**src/rtl/reg_file_pkg.sv**
```systemverilog
// Shared widths, ID/data types and the hardwired-zero register ID for the
// 16x16 register file.
package reg_file_pkg;

    localparam int REG_ID_W = 4;
    localparam int DATA_W   = 16;
    localparam int NUM_REGS = 16;

    typedef logic [REG_ID_W-1:0] reg_id_t;
    typedef logic [DATA_W-1:0]   reg_data_t;

    localparam reg_id_t ZERO_REG = 4'h0;

endpackage

```
**src/rtl/write_decoder_4_16.sv**
```systemverilog
// 4-to-16 one-hot wordline decoder with enable; all wordlines low when the
// enable is deasserted.
module write_decoder_4_16
   import reg_file_pkg::*;
(
   input  reg_id_t             RegId,
   input  logic                WriteReg,
   output logic [NUM_REGS-1:0] Wordline
);

   // Raise exactly the wordline selected by RegId while the enable is high;
   // with the enable low every wordline stays low.
   always_comb begin
      Wordline = '0;
      if (WriteReg) begin
         Wordline = NUM_REGS'(1) << RegId;
      end
   end

endmodule

```
**src/rtl/reg_file_16x16.sv**
```systemverilog
// 16-entry x 16-bit register file: two combinational read ports with
// write-to-read bypass, one clocked write port and a per-register busy scoreboard.
module reg_file_16x16
    import reg_file_pkg::*;
(
    input  logic      clk,
    input  logic      rst_n,
    input  reg_id_t   SrcReg1,
    input  reg_id_t   SrcReg2,
    output reg_data_t SrcData1,
    output reg_data_t SrcData2,
    input  logic      WriteReg,
    input  reg_id_t   DstReg,
    input  reg_data_t DstData,
    input  logic      MarkBusy,
    input  reg_id_t   BusyReg,
    output logic      Src1Busy,
    output logic      Src2Busy
);

    reg_data_t           regs_q [1:NUM_REGS-1];
    reg_data_t           regs_d [1:NUM_REGS-1];
    logic [NUM_REGS-1:1] busy_q;
    logic [NUM_REGS-1:1] busy_d;

    logic [NUM_REGS-1:0] wrLine;
    logic [NUM_REGS-1:0] busyLine;
    logic [NUM_REGS-1:0] rdLine1;
    logic [NUM_REGS-1:0] rdLine2;
    logic [NUM_REGS-1:0] busyFull;
    reg_data_t           stored1;
    reg_data_t           stored2;
    logic                bypass1;
    logic                bypass2;

    write_decoder_4_16 u_wr_dec (
        .RegId   (DstReg),
        .WriteReg(WriteReg),
        .Wordline(wrLine)
    );

    write_decoder_4_16 u_busy_dec (
        .RegId   (BusyReg),
        .WriteReg(MarkBusy),
        .Wordline(busyLine)
    );

    // Wordline bit 0 is never consulted, so R0 writes and MarkBusy fall away.
    // A new producer's MarkBusy wins over the retiring writer's clear.
    always_comb begin
        regs_d = regs_q;
        busy_d = busy_q;
        for (int i = 1; i < NUM_REGS; i++) begin
            if (wrLine[i]) begin
                regs_d[i] = DstData;
                busy_d[i] = 1'b0;
            end
            if (busyLine[i]) begin
                busy_d[i] = 1'b1;
            end
        end
    end

    always_ff @(posedge clk or negedge rst_n) begin
        if (!rst_n) begin
            for (int i = 1; i < NUM_REGS; i++) begin
                regs_q[i] <= '0;
            end
            busy_q <= '0;
        end else begin
            regs_q <= regs_d;
            busy_q <= busy_d;
        end
    end

    always_comb begin
        rdLine1  = NUM_REGS'(1) << SrcReg1;
        rdLine2  = NUM_REGS'(1) << SrcReg2;
        busyFull = {busy_q, 1'b0};
        stored1  = '0;
        stored2  = '0;
        for (int i = 1; i < NUM_REGS; i++) begin
            stored1 = stored1 | ({DATA_W{rdLine1[i]}} & regs_q[i]);
            stored2 = stored2 | ({DATA_W{rdLine2[i]}} & regs_q[i]);
        end
        bypass1  = WriteReg && (DstReg == SrcReg1) && (SrcReg1 != ZERO_REG);
        bypass2  = WriteReg && (DstReg == SrcReg2) && (SrcReg2 != ZERO_REG);
        SrcData1 = bypass1 ? DstData : stored1;
        SrcData2 = bypass2 ? DstData : stored2;
        Src1Busy = (|(rdLine1 & busyFull)) && !bypass1;
        Src2Busy = (|(rdLine2 & busyFull)) && !bypass2;
    end

endmodule

```
**config.mk**
```make
export PLATFORM = sky130hd
export DESIGN_NAME = reg_file_16x16
export DESIGN_NICKNAME = d
export VERILOG_FILES = /design/src/rtl/reg_file_pkg.sv /design/src/rtl/write_decoder_4_16.sv /design/src/rtl/reg_file_16x16.sv
export SDC_FILE = /design/constraint.sdc
export NUM_CORES = 1
export LEC_CHECK = 0
export CAP_MARGIN = 10
export CORE_MARGIN = 5
export CORE_UTILIZATION = 40
export CTS_CLUSTER_DIAMETER = 120
export CTS_CLUSTER_SIZE = 28
export DETAILED_ROUTE_END_ITERATION = 8
export GPL_TIMING_DRIVEN = 0
export SYNTH_ARGS = -nofsm -noshare
export SYNTH_HDL_FRONTEND = slang
export SYNTH_SLANG_ARGS = --single-unit
```
**constraint.sdc**
```tcl
create_clock -name clk -period 4.09 [get_ports clk]
set_input_delay 0.818 -clock clk [delete_from_list [all_inputs] [get_ports clk]]
set_output_delay 0.818 -clock clk [all_outputs]
set_load 0.005 [all_outputs]
```
# Word level (Yosys, flattened, before mapping)
# Index checks and enable logic that the tools add are counted.
# classes
n_eq_ne	2
n_shift	4
mux	34
bitwise_logic	60
reduce_logical	27
# ops
op	n
16-bit AND	32
16-bit OR	28
16-bit 2-to-1 mux	4
1-bit by 4-bit << shifter with 16-bit output (first input constant)	4
16-bit OR reduction	2
1-bit 2-to-1 mux	30
2-bit nonzero test	15
4-bit equality test	2
4-bit nonzero test	2
1-bit logical AND	6
1-bit zero test	2
# totals
reg_bits	255
in_bits	36
out_inout_bits	34
elab_cells	157

# Logic depth before layout (Yosys ltp)
# Gate-level depths: netlist of run 1.
# logic_depth
depth_word	17
mapped_depth	8

# Cells and area by module
# From an unflattened synthesis of run 1, not the netlist that was laid out.
# hier_totals
cells_unflattened	1288
hier_area_um2	14560.2
# modules_own_cells
mod	instances	cells_each	area_each_um2
reg_file_16x16	1	1242	14320.0
write_decoder_4_16	2	23	120.1

# Worst setup path after synthesis of run 1
# No wires, ideal clock.
# synth_timing
path_type	input to output
startpoint	in SrcReg2[0]
endpoint	out SrcData2[12]
arrival_time_ns	2.101
required_ns	3.272
slack_ns	1.171
cell_stages	6
path_buffers	2
path_cell_list	buf_4 > buf_6 > mux2_2 > a32oi_1 > o211ai_1 > o41a_1
# synth_between
elab_chain_cells	17
# synth_lines
item	line_no	rtl
start: declaration	reg_file_16x16.sv:9	input reg_id_t SrcReg2,
1-bit by 4-bit << shifter with 16-bit output	reg_file_16x16.sv:78	rdLine2 = NUM_REGS'(1) << SrcReg2;
16-bit AND	reg_file_16x16.sv:84	stored2 = stored2 | ({DATA_W{rdLine2[i]}} & regs_q[i]);
16-bit OR (14 in a row)	reg_file_16x16.sv:84	
16-bit 2-to-1 mux (*)	reg_file_16x16.sv:89	SrcData2 = bypass2 ? DstData : stored2;
end: declaration	reg_file_16x16.sv:11	output reg_data_t SrcData2,
# Every way passes the cells marked *; elsewhere a longest branch is shown, timed or not.

# Worst setup path after layout of run 1
# layout_timing
startpoint	in SrcReg1[0]
endpoint	out SrcData1[6]
# layout_between
elab_chain_cells	17
# layout_lines
item	line_no	rtl
start: declaration	reg_file_16x16.sv:8	input reg_id_t SrcReg1,
1-bit by 4-bit << shifter with 16-bit output	reg_file_16x16.sv:77	rdLine1 = NUM_REGS'(1) << SrcReg1;
16-bit AND	reg_file_16x16.sv:83	stored1 = stored1 | ({DATA_W{rdLine1[i]}} & regs_q[i]);
16-bit OR (14 in a row)	reg_file_16x16.sv:83	
16-bit 2-to-1 mux (*)	reg_file_16x16.sv:88	SrcData1 = bypass1 ? DstData : stored1;
end: declaration	reg_file_16x16.sv:10	output reg_data_t SrcData1,
# Marks and branches as above.

==> impl_metrics.py, run 1 <==
metrics = {
    "power": {
        "pwr-share-seq": 0.505,
        "p_comb_frac": 0.290,
        "clockPowerShare": 0.205,
        "power.switching_mw": 2.51,
        "max-vdd-ir-drop_mv": 0.268,
        "cellLeakagePower_nw": 7.22,
        "p_int_mw": 4.82,
        "sw_frac_of_total": 0.343,
        "power.density_nw_per_um2": 412,
        "finalPower_mw": 7.33,
    },
    "worst_setup_path": {
        "worstSetupStartpoint": "SrcReg1[0]",
        "r2r_slack_ns": 3.23,
        "setup.worst_path.class": "input pin to primary output",
        "slowest_stage": "clkdlybuf4s50_1",
        "crit_path_cell_trace": "clkdlybuf4s15_2, buf_4, buf_4, nor2b_2, a32oi_1, o221ai_1, o32a_1, clkdlybuf4s50_1",
        "r2r_cells": 1,
        "start_kind": "input pin",
        "max_stage_delay_ns": 0.52,
        "worstPathMaxFanout": 10,
        "reg2reg_to": "regs_q[190]$_DFFE_PN0P_",
        "required_ns": 3.27,
        "crit_family": "buffers and inverters",
        "r2r-start": "regs_q[190]$_DFFE_PN0P_",
        "cpMostUsedCell": "buf_4",
        "worstPathArrival_ns": 3.31,
        "critPathCaptureType": "primary output",
        "cp.buffers_inverters": 4,
    },
    "yosys": {
        "yosysMostFrequentCell": "mux2_2",
        "yosysWarnings": 0,
        "netlist_instances": 1311,
        "synth_commonest_cells": "264 x mux2_2, 255 x dfrtp_1, 56 x buf_2, 56 x mux2i_1, 42 x nand2_1",
        "synth-simple-area-share": 0.108,
        "synthArstFlopShare": 1.00,
        "synthTopCellsByArea": "dfrtp_1 42%, mux2_2 20%, mux2i_1 3.7%",
        "synth_top_area_cell": "dfrtp_1",
        "synth-xor-area-share": 0.00348,
        "synth_top_area_frac": 0.422,
        "ys.flop_type": "dfrtp_1",
        "yosysSeqAreaShare": 0.422,
        "synth_compound_area_frac": 0.161,
        "synth_adder_area_share": 0,
        "syn-cell-area_sq_um": 15100,
        "yosys-mux-area-fraction": 0.252,
        "ys_ff_latch": 255,
        "synth_nets": 1347,
        "synth_cell_types": 84,
        "synth.avg_cell_area_sq_um": 11.5,
        "synth_top_family_by_area": "multiplexers",
        "synth_edf_count": 0,
    },
    "drt": {
        "vias": 13700,
        "drc": 1,
        "avgRoutedWirePerCell_microns": 38.6,
        "ant_nets": 0,
        "first_pass_iters": 9,
        "viasPerCell": 7.05,
        "wirelength_mm": 74.8,
        "first_iter_violations": 2067,
    },
    "sta": {
        "tns_ns": -0.0612,
        "setup_violations": 2,
        "max_freq_mhz": 242,
        "max-slew-margin-rel": 0.330,
        "hold_slack_ns": 0.229,
        "drv_slew": 0,
        "finalWorstSetupSlack_ns": -0.0420,
        "tightestPinTransition_ns": 1.00,
        "finalCritPeriodShare": 1.01,
        "period_needed_ns": 4.13,
        "finClkSkew_ns": 0,
        "hold_viol": 0,
    },
    "global_route": {
        "grt_max_degree": 114,
        "gr-usage-all-layers": 0.349,
        "grt_pass1_wl_mm": 103,
        "antenna_found_initial": 0,
        "grt_pass1_vias": 13200,
        "grt.overflow.total": 0,
    },
    "floorplan": {
        "dieArea_sq_um": 41700,
        "start_util": 0.403,
        "row_count": 71,
        "fp.dieH_microns": 204,
        "core_sq_um": 37500,
        "pin_count": 70,
        "die_w_microns": 204,
    },
    "clocking": {
        "root_buffer": "clkbuf_16",
        "cts_tree": "yes",
        "cts_max_level": 1,
        "cts_buffer_depth": 3,
        "worstSkewPairLatency_ns": 0.51,
        "path_clk_slew_ns": 0.10,
        "clock-sinks": 255,
        "cts_inserted_buffers": 13,
    },
    "layout": {
        "final_util": 0.474,
        "fin_cells": 1939,
        "syn2layout_area_growth_pct": 17.6,
        "nNetsFinal": 1459,
        "fin_area_sq_um": 17800,
        "drive_above_1_share": 0.362,
    },
    "hold_path": {
        "hold_path_class": "input pin to async pin",
    },
    "outcome": {
        "status": "finished with violations",
        "violations": "design-rule violations, negative setup slack",
    },
    "placed_design": {
        "dpl-instance-area_sq_um": 16400,
        "pre_cts_slack_ns": -0.958,
        "dp_hpwl_mm": 49.9,
        "placed_cells": 1888,
        "port-buffer-count": 61,
        "gp_congestion": 1.03,
    },
    "run": {
        "cap_viol_max_count": 0,
    },
}
[placed cells by master, fill, tap and decap left out, types with 10 or more instances in the layout]
| master | instances |
|---|---|
| a41oi_2 | 11 |
| nand2b_1 | 11 |
| clkdlybuf4s50_1 | 48 |
| a32oi_1 | 12 |
| clkbuf_1 | 24 |
| inv_1 | 10 |
| mux2_2 | 264 |
| dfrtp_1 | 255 |
| mux2i_1 | 56 |
| nand2_1 | 38 |
| nor2b_1 | 15 |
| a221oi_1 | 20 |
| a22oi_1 | 37 |
| nor2_1 | 26 |
| o21ai_0 | 37 |
| a22o_1 | 37 |
| buf_12 | 13 |
| buf_4 | 61 |
| buf_2 | 25 |
| a21oi_1 | 24 |
| buf_6 | 22 |
| a32o_1 | 11 |
| nor3_1 | 24 |
| clkbuf_16 | 13 |
| nand3b_1 | 28 |
| o22ai_1 | 16 |
| and3_1 | 11 |
[timing repair]
action                     4_1_cts  5_1_grt
setup endpoints to repair       34       26
gates resized for setup        139       44
setup buffers                   28        8
pin swaps                       17        7
hold buffers                     0        0
[power groups by stage]
stage	Clock, mW	Combinational [mW]	Sequential [mW]
floorplan	0	1.27	3.45
global placement	0	1.91	3.71
detailed placement	0	1.95	3.72
CTS	1.52	2.04	3.67
global route	1.60	2.22	3.75
finish	1.50	2.12	3.70
[cells by family after synthesis]
group | count (synthesis)
AOI/OAI and AO/OA | 314
xor gates and xnor gates | 6
buffers and inverters | 145
DFF | 255
muxes | 332
and+or+nand+nor | 259
[worst max path at each step]
| stage | endpoint | slack (ns) | cells past startpoint |
|---|---|---|---|
| floorplan | SrcData2[12] | 1.17 | 6 |
| global placement | regs_q[169]$_DFFE_PN0P_ | -9.06 | 1 |
| detailed placement | SrcData2[3] | -0.96 | 9 |
| CTS | SrcData1[3] | 0.0002 | 10 |
| global route | SrcData2[14] | -0.003 | 10 |
| finish | SrcData1[6] | -0.04 | 8 |
[layout make-up]
cell class | count | area (sq um)
fillers | 3508 | 19700
multi-input cells | 911 | 8250
flip-flops and latches | 255 | 6380
repair buffers | 102 | 1050
plain buffers | 127 | 1010
well taps | 511 | 639
clock buffers | 13 | 325
inverters | 13 | 58.8
clock inverters | 3 | 33.8
diodes | 4 | 10.0
[state kept, by name, indices dropped and copies added, names as in the netlist]
register  flops
regs_q      240
busy_q       15
[per-layer routing]
| metal | part of all wire | global-route usage |
|---|---|---|
| met4 | 0.075 | 0.197 |
| met1 | 0.38 | 0.452 |
| met3 | 0.13 | 0.128 |
| met5 | 0 | 0 |
| met2 | 0.41 | 0.503 |
Note: power is estimated with default switching activity, not from simulation.
==> inputs of run 2 (changes only) <==
--- a/config.mk
+++ b/config.mk
@@ -6,6 +6,7 @@
 export NUM_CORES = 1
 export LEC_CHECK = 0
 export CAP_MARGIN = 10
+export CORE_ASPECT_RATIO = 1.5
 export CORE_MARGIN = 5
 export CORE_UTILIZATION = 40
 export CTS_CLUSTER_DIAMETER = 120
==> constraint.sdc (replaced) <==
create_clock -name clk -period 4.7 [get_ports clk]
set_input_delay 0.94 -clock clk [delete_from_list [all_inputs] [get_ports clk]]
set_output_delay 0.94 -clock clk [all_outputs]
set_load 0.005 [all_outputs]
==> run 2 against run 1 <==
Net effect: the run ends with negative setup slack left; register-to-register slack improved by 0.62 ns; count of clock-buffer cells in the layout did not move; cell count fell by 2.1%; sequential power fell by 13%; largest cell class unchanged; first-iteration DRC count fell by 4.5%; die area rose by 0.19%; hold slack improved by 0.10 ns; wire length rose by 0.55%.
==> impl_metrics.py, run 2 (same netlist as run 1, synthesis figures left out) <==
metrics = {
    "clocking": {
        "cts_max_level": 1,
        "worstSkewPairLatency_ns": 0.53,
        "path_clk_slew_ns": 0.11,
        "clock-sinks": 255,
        "cts_buffer_depth": 3,
        "cts_tree": "yes",
        "root_buffer": "clkbuf_16",
        "cts_inserted_buffers": 13,
    },
    "drt": {
        "wirelength_mm": 75.2,
        "first_pass_iters": 7,
        "viasPerCell": 7.13,
        "avgRoutedWirePerCell_microns": 39.6,
        "vias": 13500,
        "first_iter_violations": 1973,
        "ant_nets": 0,
        "drc": 0,
    },
    "power": {
        "clockPowerShare": 0.207,
        "p_comb_frac": 0.285,
        "power.density_nw_per_um2": 366,
        "pwr-share-seq": 0.508,
        "sw_frac_of_total": 0.343,
        "max-vdd-ir-drop_mv": 0.295,
        "power.switching_mw": 2.17,
        "cellLeakagePower_nw": 7.01,
        "p_int_mw": 4.16,
    },
    "placed_design": {
        "port-buffer-count": 61,
        "dp_hpwl_mm": 51.2,
        "placed_cells": 1863,
        "dpl-instance-area_sq_um": 16400,
        "gp_congestion": 1.03,
    },
    "sta": {
        "finalWorstSetupSlack_ns": -0.0302,
        "finClkSkew_ns": 0,
        "hold_viol": 0,
        "tns_ns": -0.0338,
        "drv_slew": 0,
        "max-slew-margin-rel": 0.163,
        "finalCritPeriodShare": 1.01,
        "hold_slack_ns": 0.333,
        "tightestPinTransition_ns": 1.25,
        "max_freq_mhz": 211,
        "rsz0062_at_grt": "no",
        "setup_violations": 2,
        "period_needed_ns": 4.73,
    },
    "worst_setup_path": {
        "setup.worst_path.class": "input pin to primary output",
        "worstPathMaxFanout": 10,
        "r2r_slack_ns": 3.85,
        "start_kind": "input pin",
        "worstPathArrival_ns": 3.79,
        "critPathCaptureType": "primary output",
        "required_ns": 3.76,
    },
    "floorplan": {
        "start_util": 0.403,
        "core_sq_um": 37400,
        "row_count": 87,
        "fp.dieH_microns": 248,
        "pin_count": 70,
        "dieArea_sq_um": 41800,
        "die_w_microns": 169,
    },
    "global_route": {
        "grt-busiest-layer": "met2",
        "gr-usage-all-layers": 0.352,
        "met3_usage": 0.0943,
        "grt_pass1_vias": 13300,
        "grt.overflow.total": 0,
        "grt_max_degree": 99,
        "grtUsageMet1": 0.424,
        "grt_pass1_wl_mm": 104,
        "use_met2": 0.549,
        "antenna_found_initial": 2,
    },
    "layout": {
        "fin_cells": 1898,
        "num-fill-cells": 3585,
        "final_util": 0.462,
        "nNetsFinal": 1445,
        "drive_above_1_share": 0.335,
        "layout.cells.most_common_list": "264 x mux2_2, 255 x dfrtp_1, 56 x mux2i_1, 56 x clkdlybuf4s50_1, 52 x buf_4",
        "syn2layout_area_growth_pct": 14.4,
        "largest_register": "regs_q",
        "fin_area_sq_um": 17300,
        "top_regs": "regs_q x240, busy_q x15",
        "largest_reg_flops": 240,
        "final_common_cell": "mux2_2",
    },
    "run": {
        "cap_viol_max_count": 0,
    },
    "hold_path": {
        "hold_path_class": "input pin to async pin",
    },
    "outcome": {
        "violations": "negative setup slack",
        "status": "finished with violations",
    },
}
==> run 2: routing by layer <==
layer  wire [microns]  part of all wire
met5                0                 0
met4             6850             0.091
met3             8330              0.11
met2            33500              0.45
met1            26500              0.35
==> run 2: path summary, 6_finish.rpt <==
path / from / to / depth (start not counted)
max: SrcReg1[2] / SrcData1[3] / 7
min in group clk: regs_q[120]$_DFFE_PN0P_ / regs_q[120]$_DFFE_PN0P_ / 1
max reg2reg: regs_q[157]$_DFFE_PN0P_ / regs_q[157]$_DFFE_PN0P_ / 1
max in group asynchronous: rst_n / regs_q[89]$_DFFE_PN0P_ / 3
min reg2reg: regs_q[120]$_DFFE_PN0P_ / regs_q[120]$_DFFE_PN0P_ / 1
min: rst_n / busy_q[10]$_DFFE_PN0P_ / 1
==> run 2: stage by stage <==
step	setup slack, ns	power [mW]
6_report	-0.0302	6.33
5_1_grt	0.0121	6.53
4_1_cts	-0.0116	6.26
3_5_place_dp	-0.539	4.93
3_3_place_gp	-8.50	4.90
2_1_floorplan	1.54	4.11
==> run 2: cell type report <==
cell class                 count  area [sq um]  share of cell area
timing repair buffer          87           895              0.0518
antenna                        1          2.50            0.000145
clock buffer                  13           325              0.0188
tap                          489           612              0.0354
sequential                   255          6380               0.369
clock inverter                 1          30.0             0.00174
multi-input combinational    911          8130               0.470
inverter                      13          55.1             0.00319
buffer                       128           858              0.0497
==> run 2: power groups by stage <==
stage / logic, mW / registers (mW) / clock network, mW
CTS: 1.75 / 3.19 / 1.33
floorplan: 1.11 / 3.00 / 0
global route: 1.89 / 3.25 / 1.39
detailed placement: 1.70 / 3.23 / 0
finish: 1.80 / 3.21 / 1.31
global placement: 1.67 / 3.23 / 0
==> run 2: what timing repair did <==
item                                    CTS  global route
buffers inserted                         19             5
hold buffers                              0             0
hold endpoints to repair                  0             0
pin swaps                                 8             3
endpoints found under the setup margin   34            27
gates resized for setup                  64            26
==> run 2: worst max-delay path: stages <==
cell and delay [ns]:
clkdlybuf4s50_1 0.61, xnor2_1 0.14, nand4_4 0.16, clkbuf_1 0.83
nor3_1 0.25, a41oi_2 0.29, clkdlybuf4s50_1 0.54
